### src/rtl/instr_mem_sync_if.sv
// ---------------------------------------------------------------------------
// instr_mem_sync_if
// Bundles the fetch, program-load and status signals of the synchronous
// instruction memory.
//   master : IF stage / loader side (drives requests, receives results)
//   slave  : the memory itself
// Signals
//   rd_en, pc, freeze          fetch request, byte address, IF stall
//   instruction, instr_valid,  registered fetch result and its qualifiers
//   fault
//   ld_en, ld_addr, ld_data    program-load write port
//   ld_err                     one-cycle pulse for a dropped load
//   busy                       post-reset clear sequence in progress
// ---------------------------------------------------------------------------
interface instr_mem_sync_if #(
    parameter int WORD_WIDTH = 32
) ();
    logic                  rd_en;
    logic [31:0]           pc;
    logic                  freeze;
    logic [WORD_WIDTH-1:0] instruction;
    logic                  instr_valid;
    logic                  fault;
    logic                  ld_en;
    logic [31:0]           ld_addr;
    logic [WORD_WIDTH-1:0] ld_data;
    logic                  ld_err;
    logic                  busy;

    modport master (
        output rd_en,
        output pc,
        output freeze,
        input  instruction,
        input  instr_valid,
        input  fault,
        output ld_en,
        output ld_addr,
        output ld_data,
        input  ld_err,
        input  busy
    );

    modport slave (
        input  rd_en,
        input  pc,
        input  freeze,
        output instruction,
        output instr_valid,
        output fault,
        input  ld_en,
        input  ld_addr,
        input  ld_data,
        output ld_err,
        output busy
    );
endinterface

### src/rtl/instr_mem_sync.sv
// ---------------------------------------------------------------------------
// instr_mem_sync
// Clocked, word-addressed instruction memory for the IF stage. Fetches have
// one cycle of latency and honour an IF stall (freeze). A program-load port
// writes words while the pipeline runs. After every reset the whole array is
// overwritten with NOP_WORD, one word per cycle, before any fetch or load is
// accepted. Misaligned or out-of-range fetches return NOP_WORD with fault set;
// such loads are dropped and reported on ld_err.
//
// Ports
//   clk   system clock, rising edge
//   rst   asynchronous, active-high reset
//   bus   instr_mem_sync_if.slave (fetch, load and status signals)
//
// States
//   state    | meaning
//   ---------+---------------------------------------------------------
//   ST_CLEAR | writing NOP_WORD to mem[clr_cnt]; fetches/loads ignored
//   ST_READY | normal operation; left only through rst
// ---------------------------------------------------------------------------
module instr_mem_sync #(
    parameter int                    WORD_WIDTH = 32,
    parameter int                    DEPTH      = 64,
    parameter logic [WORD_WIDTH-1:0] NOP_WORD   = {WORD_WIDTH{1'b0}}
) (
    input logic              clk,
    input logic              rst,
    instr_mem_sync_if.slave  bus
);

    localparam int              AW         = $clog2(DEPTH);
    // Byte-address limit; the full 32-bit address is compared against it so
    // that high bits can never alias back into the array.
    localparam logic [31:0]     ADDR_LIMIT = 32'(DEPTH) * 32'd4;
    localparam logic [AW-1:0]   LAST_IDX   = AW'(DEPTH - 1);

    localparam logic [0:0]      ST_CLEAR   = 1'b0;
    localparam logic [0:0]      ST_READY   = 1'b1;

    logic [WORD_WIDTH-1:0] mem [DEPTH];

    logic [0:0]            state;
    logic [AW-1:0]         clr_cnt;

    logic [WORD_WIDTH-1:0] instr_q;
    logic                  valid_q;
    logic                  fault_q;
    logic                  ld_err_q;

    logic                  is_ready;
    logic                  fetch_ok;
    logic                  ld_ok;
    logic [AW-1:0]         fetch_idx;
    logic [AW-1:0]         ld_idx;
    logic                  ld_take;

    // ---------------------------------------------------------------------
    // Address qualification
    // ---------------------------------------------------------------------
    always_comb begin
        is_ready  = (state == ST_READY);
        fetch_ok  = (bus.pc[1:0] == 2'b00) && (bus.pc < ADDR_LIMIT);
        ld_ok     = (bus.ld_addr[1:0] == 2'b00) && (bus.ld_addr < ADDR_LIMIT);
        fetch_idx = bus.pc[AW+1:2];
        ld_idx    = bus.ld_addr[AW+1:2];
        ld_take   = is_ready && bus.ld_en;
    end

    // ---------------------------------------------------------------------
    // Clear sequencer
    // ---------------------------------------------------------------------
    always_ff @(posedge clk or posedge rst) begin
        if (rst) begin
            state   <= ST_CLEAR;
            clr_cnt <= '0;
        end else begin
            case (state)
                ST_CLEAR: begin
                    if (clr_cnt == LAST_IDX) begin
                        state <= ST_READY;
                    end
                    clr_cnt <= clr_cnt + 1'b1;
                end
                default: begin
                    state <= ST_READY;
                end
            endcase
        end
    end

    // ---------------------------------------------------------------------
    // Memory array write port. Not reset: the clear sequencer owns
    // initialisation. While rst is held the sequencer sits at index 0 and
    // keeps rewriting mem[0] with NOP_WORD, which the clear pass repeats.
    // ---------------------------------------------------------------------
    always_ff @(posedge clk) begin
        if (state == ST_CLEAR) begin
            mem[clr_cnt] <= NOP_WORD;
        end else if (ld_take && ld_ok) begin
            mem[ld_idx] <= bus.ld_data;
        end
    end

    // ---------------------------------------------------------------------
    // Fetch result registers. The read of mem and the load write share an
    // edge, so a same-index collision returns the word from before the load.
    // ---------------------------------------------------------------------
    always_ff @(posedge clk or posedge rst) begin
        if (rst) begin
            instr_q <= NOP_WORD;
            valid_q <= 1'b0;
            fault_q <= 1'b0;
        end else if (!is_ready) begin
            valid_q <= 1'b0;
            fault_q <= 1'b0;
        end else if (!bus.freeze) begin
            if (bus.rd_en) begin
                valid_q <= 1'b1;
                if (fetch_ok) begin
                    instr_q <= mem[fetch_idx];
                    fault_q <= 1'b0;
                end else begin
                    instr_q <= NOP_WORD;
                    fault_q <= 1'b1;
                end
            end else begin
                valid_q <= 1'b0;
                fault_q <= 1'b0;
            end
        end
    end

    // ---------------------------------------------------------------------
    // Dropped-load flag, high for exactly the cycle after the bad request.
    // ---------------------------------------------------------------------
    always_ff @(posedge clk or posedge rst) begin
        if (rst) begin
            ld_err_q <= 1'b0;
        end else begin
            ld_err_q <= ld_take && !ld_ok;
        end
    end

    assign bus.instruction = instr_q;
    assign bus.instr_valid = valid_q;
    assign bus.fault       = fault_q;
    assign bus.ld_err      = ld_err_q;
    assign bus.busy        = (state == ST_CLEAR);

endmodule
### src/flat_wrapper.sv
// flat-port wrapper written by rule: the top's interface ports become plain ports
module instr_mem_sync_flat 
#(
    parameter int                    WORD_WIDTH = 32,
    parameter int                    DEPTH      = 64,
    parameter logic [WORD_WIDTH-1:0] NOP_WORD   = {WORD_WIDTH{1'b0}}
)
  (clk, rst, bus_rd_en, bus_pc, bus_freeze, bus_instruction, bus_instr_valid, bus_fault, bus_ld_en, bus_ld_addr, bus_ld_data, bus_ld_err, bus_busy);
  instr_mem_sync_if #(.WORD_WIDTH(WORD_WIDTH)) bus_i ();
  input logic clk;
  input logic rst;
  input wire logic [$bits(bus_i.rd_en)-1:0] bus_rd_en;
  input wire logic [$bits(bus_i.pc)-1:0] bus_pc;
  input wire logic [$bits(bus_i.freeze)-1:0] bus_freeze;
  output wire logic [$bits(bus_i.instruction)-1:0] bus_instruction;
  output wire logic [$bits(bus_i.instr_valid)-1:0] bus_instr_valid;
  output wire logic [$bits(bus_i.fault)-1:0] bus_fault;
  input wire logic [$bits(bus_i.ld_en)-1:0] bus_ld_en;
  input wire logic [$bits(bus_i.ld_addr)-1:0] bus_ld_addr;
  input wire logic [$bits(bus_i.ld_data)-1:0] bus_ld_data;
  output wire logic [$bits(bus_i.ld_err)-1:0] bus_ld_err;
  output wire logic [$bits(bus_i.busy)-1:0] bus_busy;
  assign bus_i.rd_en = bus_rd_en;
  assign bus_i.pc = bus_pc;
  assign bus_i.freeze = bus_freeze;
  assign bus_instruction = bus_i.instruction;
  assign bus_instr_valid = bus_i.instr_valid;
  assign bus_fault = bus_i.fault;
  assign bus_i.ld_en = bus_ld_en;
  assign bus_i.ld_addr = bus_ld_addr;
  assign bus_i.ld_data = bus_ld_data;
  assign bus_ld_err = bus_i.ld_err;
  assign bus_busy = bus_i.busy;
  instr_mem_sync #(.WORD_WIDTH(WORD_WIDTH), .DEPTH(DEPTH), .NOP_WORD(NOP_WORD)) u_core (.clk(clk), .rst(rst), .bus(bus_i));
endmodule
### config.mk
export PLATFORM = sky130hd
export DESIGN_NAME = instr_mem_sync_flat
export DESIGN_NICKNAME = d
export VERILOG_FILES = /design/src/rtl/instr_mem_sync_if.sv /design/src/rtl/instr_mem_sync.sv /design/src/flat_wrapper.sv
export SDC_FILE = /design/constraint.sdc
export NUM_CORES = 2
export LEC_CHECK = 0
export BUFFER_PORTS_ARGS = -buffer_cell sky130_fd_sc_hd__buf_2
export CORE_MARGIN = 3
export CORE_UTILIZATION = 50
export CTS_CLUSTER_SIZE = 40
export DETAILED_ROUTE_END_ITERATION = 12
export GPL_ROUTABILITY_DRIVEN = 0
export GPL_TIMING_DRIVEN = 0
export PLACE_DENSITY = 0.66
export SLEW_MARGIN = 5
export SYNTH_ARGS = -nofsm -noshare
export SYNTH_HDL_FRONTEND = slang
export SYNTH_SLANG_ARGS = --single-unit
### constraint.sdc
create_clock -name clk -period 9.3 [get_ports clk]
set_input_delay 1.86 -clock clk [delete_from_list [all_inputs] [get_ports clk]]
set_output_delay 1.86 -clock clk [all_outputs]
set_load 0.01 [all_outputs]
; Word-level counts from Yosys, hierarchy flattened
; Memory sizes are Yosys's and may differ from the RTL's.
; Cells that the tools add are included.
[totals]
mem_bits_ro = 0
word_cells = 41
latchBits = 0
memories = 1
register_bits = 42
ramBits = 2048
out_inout_bits = 36
[mem_list]
columns = name, words, width, read_ports, rd_ports_with_merged_regs, wr, line
row1 = u_core.mem, 64, 32, 1, 0, 1, instr_mem_sync.sv:40  ; logic [WORD_WIDTH-1:0] mem [DEPTH];
[classes]
mux = 17
order_cmp = 2
n_bitwise = 2
div = 0
mul = 0
n_shift = 0
reduce_logical = 10
eq_ne = 2
add_sub_neg = 1
[op_table]
columns = operator, n
row1 = 32-bit by 9-bit < comparator with 1-bit output (second input constant), 2
row2 = 32-bit 2-to-1 mux, 2
row3 = 32-bit OR reduction, 1
row4 = 1-bit 2-to-1 mux, 14
row5 = 6-bit by 1-bit adder with 6-bit output (second input constant), 1
row6 = 6-bit == test (second input constant), 1
row7 = 6-bit 2-to-1 mux, 1
row8 = 1-bit logical AND, 5
row9 = 2-bit zero test, 2
row10 = 3-bit AND reduction, 1
row11 = 2-bit inequality test (second input constant), 1
row12 = 1-bit NOT, 2
row13 = 1-bit zero test, 1

; Longest topological paths before layout
[depth]
ltp_word = 8
depth_mapped = 11

; Worst setup path after synthesis
; Ideal clock, no wire load.
[synth_path]
path_kind = input -> register
startpoint = input port bus_ld_addr[21]
endpoint = memory u_core.mem[20][0], enable pin
path_buffers = 1
t_arrival_ps = 6292
t_required_ps = 8799
slack_ps = 2506
stages = 6
setup_ps = 501
cell_sequence = nor4_1 > nand3_1 > nor3_4 > buf_2 > mux2i_1 > nor4_1
[synth_between]
elab_chain_cells = 8
elab_cells_between_ends = 9
[synth_lines]
columns = item, line
row1 = "start, declared", flat_wrapper.sv:19  ; input wire logic [$bits(bus_i.ld_addr)-1:0] bus_ld_addr;
row2 = 32-bit by 9-bit < comparator with 1-bit output (*), instr_mem_sync.sv:63  ; ld_ok = (bus.ld_addr[1:0] == 2'b00) && (bus.ld_addr < ADDR_LIMIT);
row3 = 1-bit logical AND (*), instr_mem_sync.sv:63
row4 = 1-bit logical AND (*), instr_mem_sync.sv:99  ; end else if (ld_take && ld_ok) begin
row5 = 1-bit 2-to-1 mux (*), instr_mem_sync.sv:99
row6 = 1-bit 2-to-1 mux (*), instr_mem_sync.sv:97  ; if (state == ST_CLEAR) begin
row7 = 1-bit 2-to-1 mux (not written as such) (*), instr_mem_sync.sv:100  ; mem[ld_idx] <= bus.ld_data;
row8 = 32-bit OR reduction (no source line), --
row9 = 6-bit 2-to-1 mux (no source line) or 1-bit 2-to-1 mux (tied branches), --
row10 = "end, declared", instr_mem_sync.sv:40
; Every way passes the cells marked *; elsewhere a longest branch is shown, timed or not.

; Worst setup path in the final report
[layout_path]
startpoint = input port bus_pc[5]
endpoint = register u_core.instr_q[8] (netlist: u_core.bus.instruction[8])
[layout_between]
elab_chain_cells = 3
elab_cells_between_ends = 4
[layout_lines]
columns = item, line
row1 = "start, declared", flat_wrapper.sv:13  ; input wire logic [$bits(bus_i.pc)-1:0] bus_pc;
row2 = 32-bit by 9-bit < comparator with 1-bit output, instr_mem_sync.sv:62  ; fetch_ok = (bus.pc[1:0] == 2'b00) && (bus.pc < ADDR_LIMIT);
row3 = 1-bit logical AND, instr_mem_sync.sv:62
row4 = 32-bit 2-to-1 mux (*), instr_mem_sync.sv:119  ; if (fetch_ok) begin
row5 = "end signal, assigned", instr_mem_sync.sv:120  ; instr_q <= mem[fetch_idx];
row6 = "end, declared", instr_mem_sync.sv:45  ; logic [WORD_WIDTH-1:0] instr_q;
; Marks and branches as above.
; A chain may end at the register's enable or synchronous reset.

==> out/qor.yml <==
dp_hpwl_mm: 183
dp_slack_ns: 3.21
drtIter0Drc: 7820
critPathMaxFanout: 10
io_buffers: 132
antenna_found_initial: 22
n_fill_cell: 11400
tightest_slew_ns: 1.47
drt_pre_antenna_iters: 6
power.leakage_nw: 26.2
clock_path_buffers: 3
postSynthCellCount: 3840
worst-setup-path-type: "in -> reg"
yosysTopAreaCellShare_pct: 75.8
required_ns: 10.00
drc: 0
ios: 137
insertion_delay_ns: 0.86
cap_viol_max_count: 0
grt_overflow: 0
critPathLaunchType: "input port"
ant_nets: 0
die_h_um: 409
wirelength_mm: 261
synth_top_area_cell: "edfxtp_1"
ys_seq_elements: 2090
fin_crit_ns: 5.52
wl_per_cell_um: 38.2
grt_pass1_wl_mm: 357
synth.net_count: 3942
std_cell_rows: 147
synthFlopType: "edfxtp_1"
die_area_mm2: 0.167
root_buffer: "clkbuf_16"
cts_max_level: 4
die_w_um: 409
grt_use_total_pct: 31.2
cts_sinks: 2090
status: "finished, final reports clean"
clk_pin_slew_worst_paths_ns: 0.06
relSlewSlack_pct: 1.91
yosys_warnings: 0
cts_hold_buf: 0
slew_violations: 0
synthArstFlopShare_pct: 2.01
post_cts_resized: 0
grt_pass1_vias: 43700
rsz0062_at_grt: "no"
yosysSeqAreaShare_pct: 77.1
grt_max_degree: 65
fin_worst_skew_ns: 0.0345
worst_slack_ns: 3.78
tritoncts: "yes"
cts_buffers: 198
fmax_ghz: 0.181
layout.nets: 4584
synth_edf_count: 2048
vias: 45800
finalHoldViolCount: 0
power.total_mw: 18.7
syn-cell-area_mm2: 0.0812
initial_core_util_pct: 50.4
worstPathArrival_ns: 6.22
synth_area_leaders: "edfxtp_1 76%, mux4_2 12%, mux2i_1 2.9%"
hold_path.class: "reg -> reg"
tns_ns: 0
synth.distinct_cells: 67
vdd_ir_drop_max_mv: 0.221
vias_per_cell: 6.72
drive_gt1_share_pct: 31.2
setup_viol: 0
endpoint_kind: "register"
power.density_mw_per_mm2: 197
avgSynthCellArea_um2: 21.1
cts_setup_buffers: 0
finalCritPeriodShare_pct: 59.4
core-area_mm2: 0.161
syn2layout_area_growth_pct: 16.7
==> final timing paths <==
check                      slack, ns  cells after the start                                     end                          startpoint
max                             3.78                      7   u_core.bus.instruction[8]$_DFFE_PP0P_                           bus_pc[5]
min                             0.53                      2      u_core.bus.instr_valid$_DFFE_PP0P_  u_core.bus.instr_valid$_DFFE_PP0P_
max reg2reg                     5.10                      5  u_core.bus.instruction[12]$_DFFE_PP0P_           u_core.is_ready$_DFF_PP0_
min reg2reg                     0.53                      2      u_core.bus.instr_valid$_DFFE_PP0P_  u_core.bus.instr_valid$_DFFE_PP0P_
max in group asynchronous       7.75                      3  u_core.bus.instruction[24]$_DFFE_PP0P_                                 rst
min in group asynchronous       0.98                      2           u_core.clr_cnt[0]$_DFFE_PP0N_                                 rst
==> logic make-up after synthesis <==
family | synth area share [%]
DFF | 77.1
muxes | 15.5
and+or+nand+nor | 2.99
AOI/OAI and AO/OA | 2.86
buffers and inverters | 1.52
xor gates and xnor gates | 0.0540
adders and majority gates | 0.0154
==> where the power goes <==
part           internal [mW]  switching, mW
Clock                   4.44           3.48
Combinational          0.175          0.430
Sequential              10.2              0
==> routing by layer <==
metal | up-vias | global-route usage [%] | part of all wire (%)
met3 | 790 | 9.39 | 14
li1 | 17400 | - | -
met2 | 3661 | 45.8 | 44
met4 | 4 | 15.4 | 6.1
met5 | - | 0 | 0.0081
met1 | 23900 | 42.8 | 36
==> worst max-delay path: stages <==
cell	delay, ns
buf_2	0.29
clkbuf_1	1.06
clkbuf_1	1.11
clkbuf_1	0.93
nand3_1	0.35
o211ai_1	0.41
a221oi_1	0.16
==> metrics by stage <==
stage          hold slack [ns]  cell area (µm²)  std cells  utilization (%)
5_1_grt                  0.541            94700       6810             58.9
4_1_cts                  0.529            94700       6810             58.8
2_1_floorplan            0.516            81200       3840                -
3_5_place_dp             0.513            88400       6442             54.9
3_3_place_gp             0.505            84500       6132             52.5
6_report                 0.529            94700       6823             58.9
==> cell type report <==
class                      instances  area, µm²  share of cell area (%)
tap                             2160       2700                    2.85
multi-input combinational       1521      17800                    18.8
timing repair buffer             442       4130                    4.36
sequential                      2090      62600                    66.0
clock inverter                   109        917                   0.968
inverter                          13       48.8                  0.0515
clock buffer                     259       5360                    5.66
antenna                           13       32.5                  0.0343
buffer                           216       1190                    1.26
==> state kept, by name, indices dropped and copies added, names as in the netlist <==
signal and count:
u_core.bus.instr_valid 1, u_core.bus.fault 1, u_core.bus.instruction 32, u_core.is_ready 1, u_core.clr_cnt 6, u_core.bus.ld_err 1
u_core.mem 2048
==> placed cells by master, fill, tap and decap left out, types with 46 or more instances in the layout <==
cell,count
buf_4,209
a22oi_1,59
nand3_1,63
buf_2,196
buf_6,108
nor3_2,46
clkbuf_16,204
edfxtp_1,2048
o22ai_1,50
clkbuf_1,120
nand2_1,154
nor2_1,59
mux4_2,435
mux2i_1,231
==> cell usage after synthesis, types with 21 or more instances <==
master,n
a22oi_1,59
clkbuf_1,73
nand2_1,154
nor2_1,72
a21oi_1,37
mux2_2,40
o21ai_0,28
buf_2,61
mux2i_1,232
and2_1,39
dfrtp_1,42
a221oi_1,23
mux4_2,435
buf_4,59
o2111ai_1,21
edfxtp_1,2048
o22ai_1,50
nor3_1,51
nand3_1,63
Note: power is estimated with default switching activity, not from simulation.
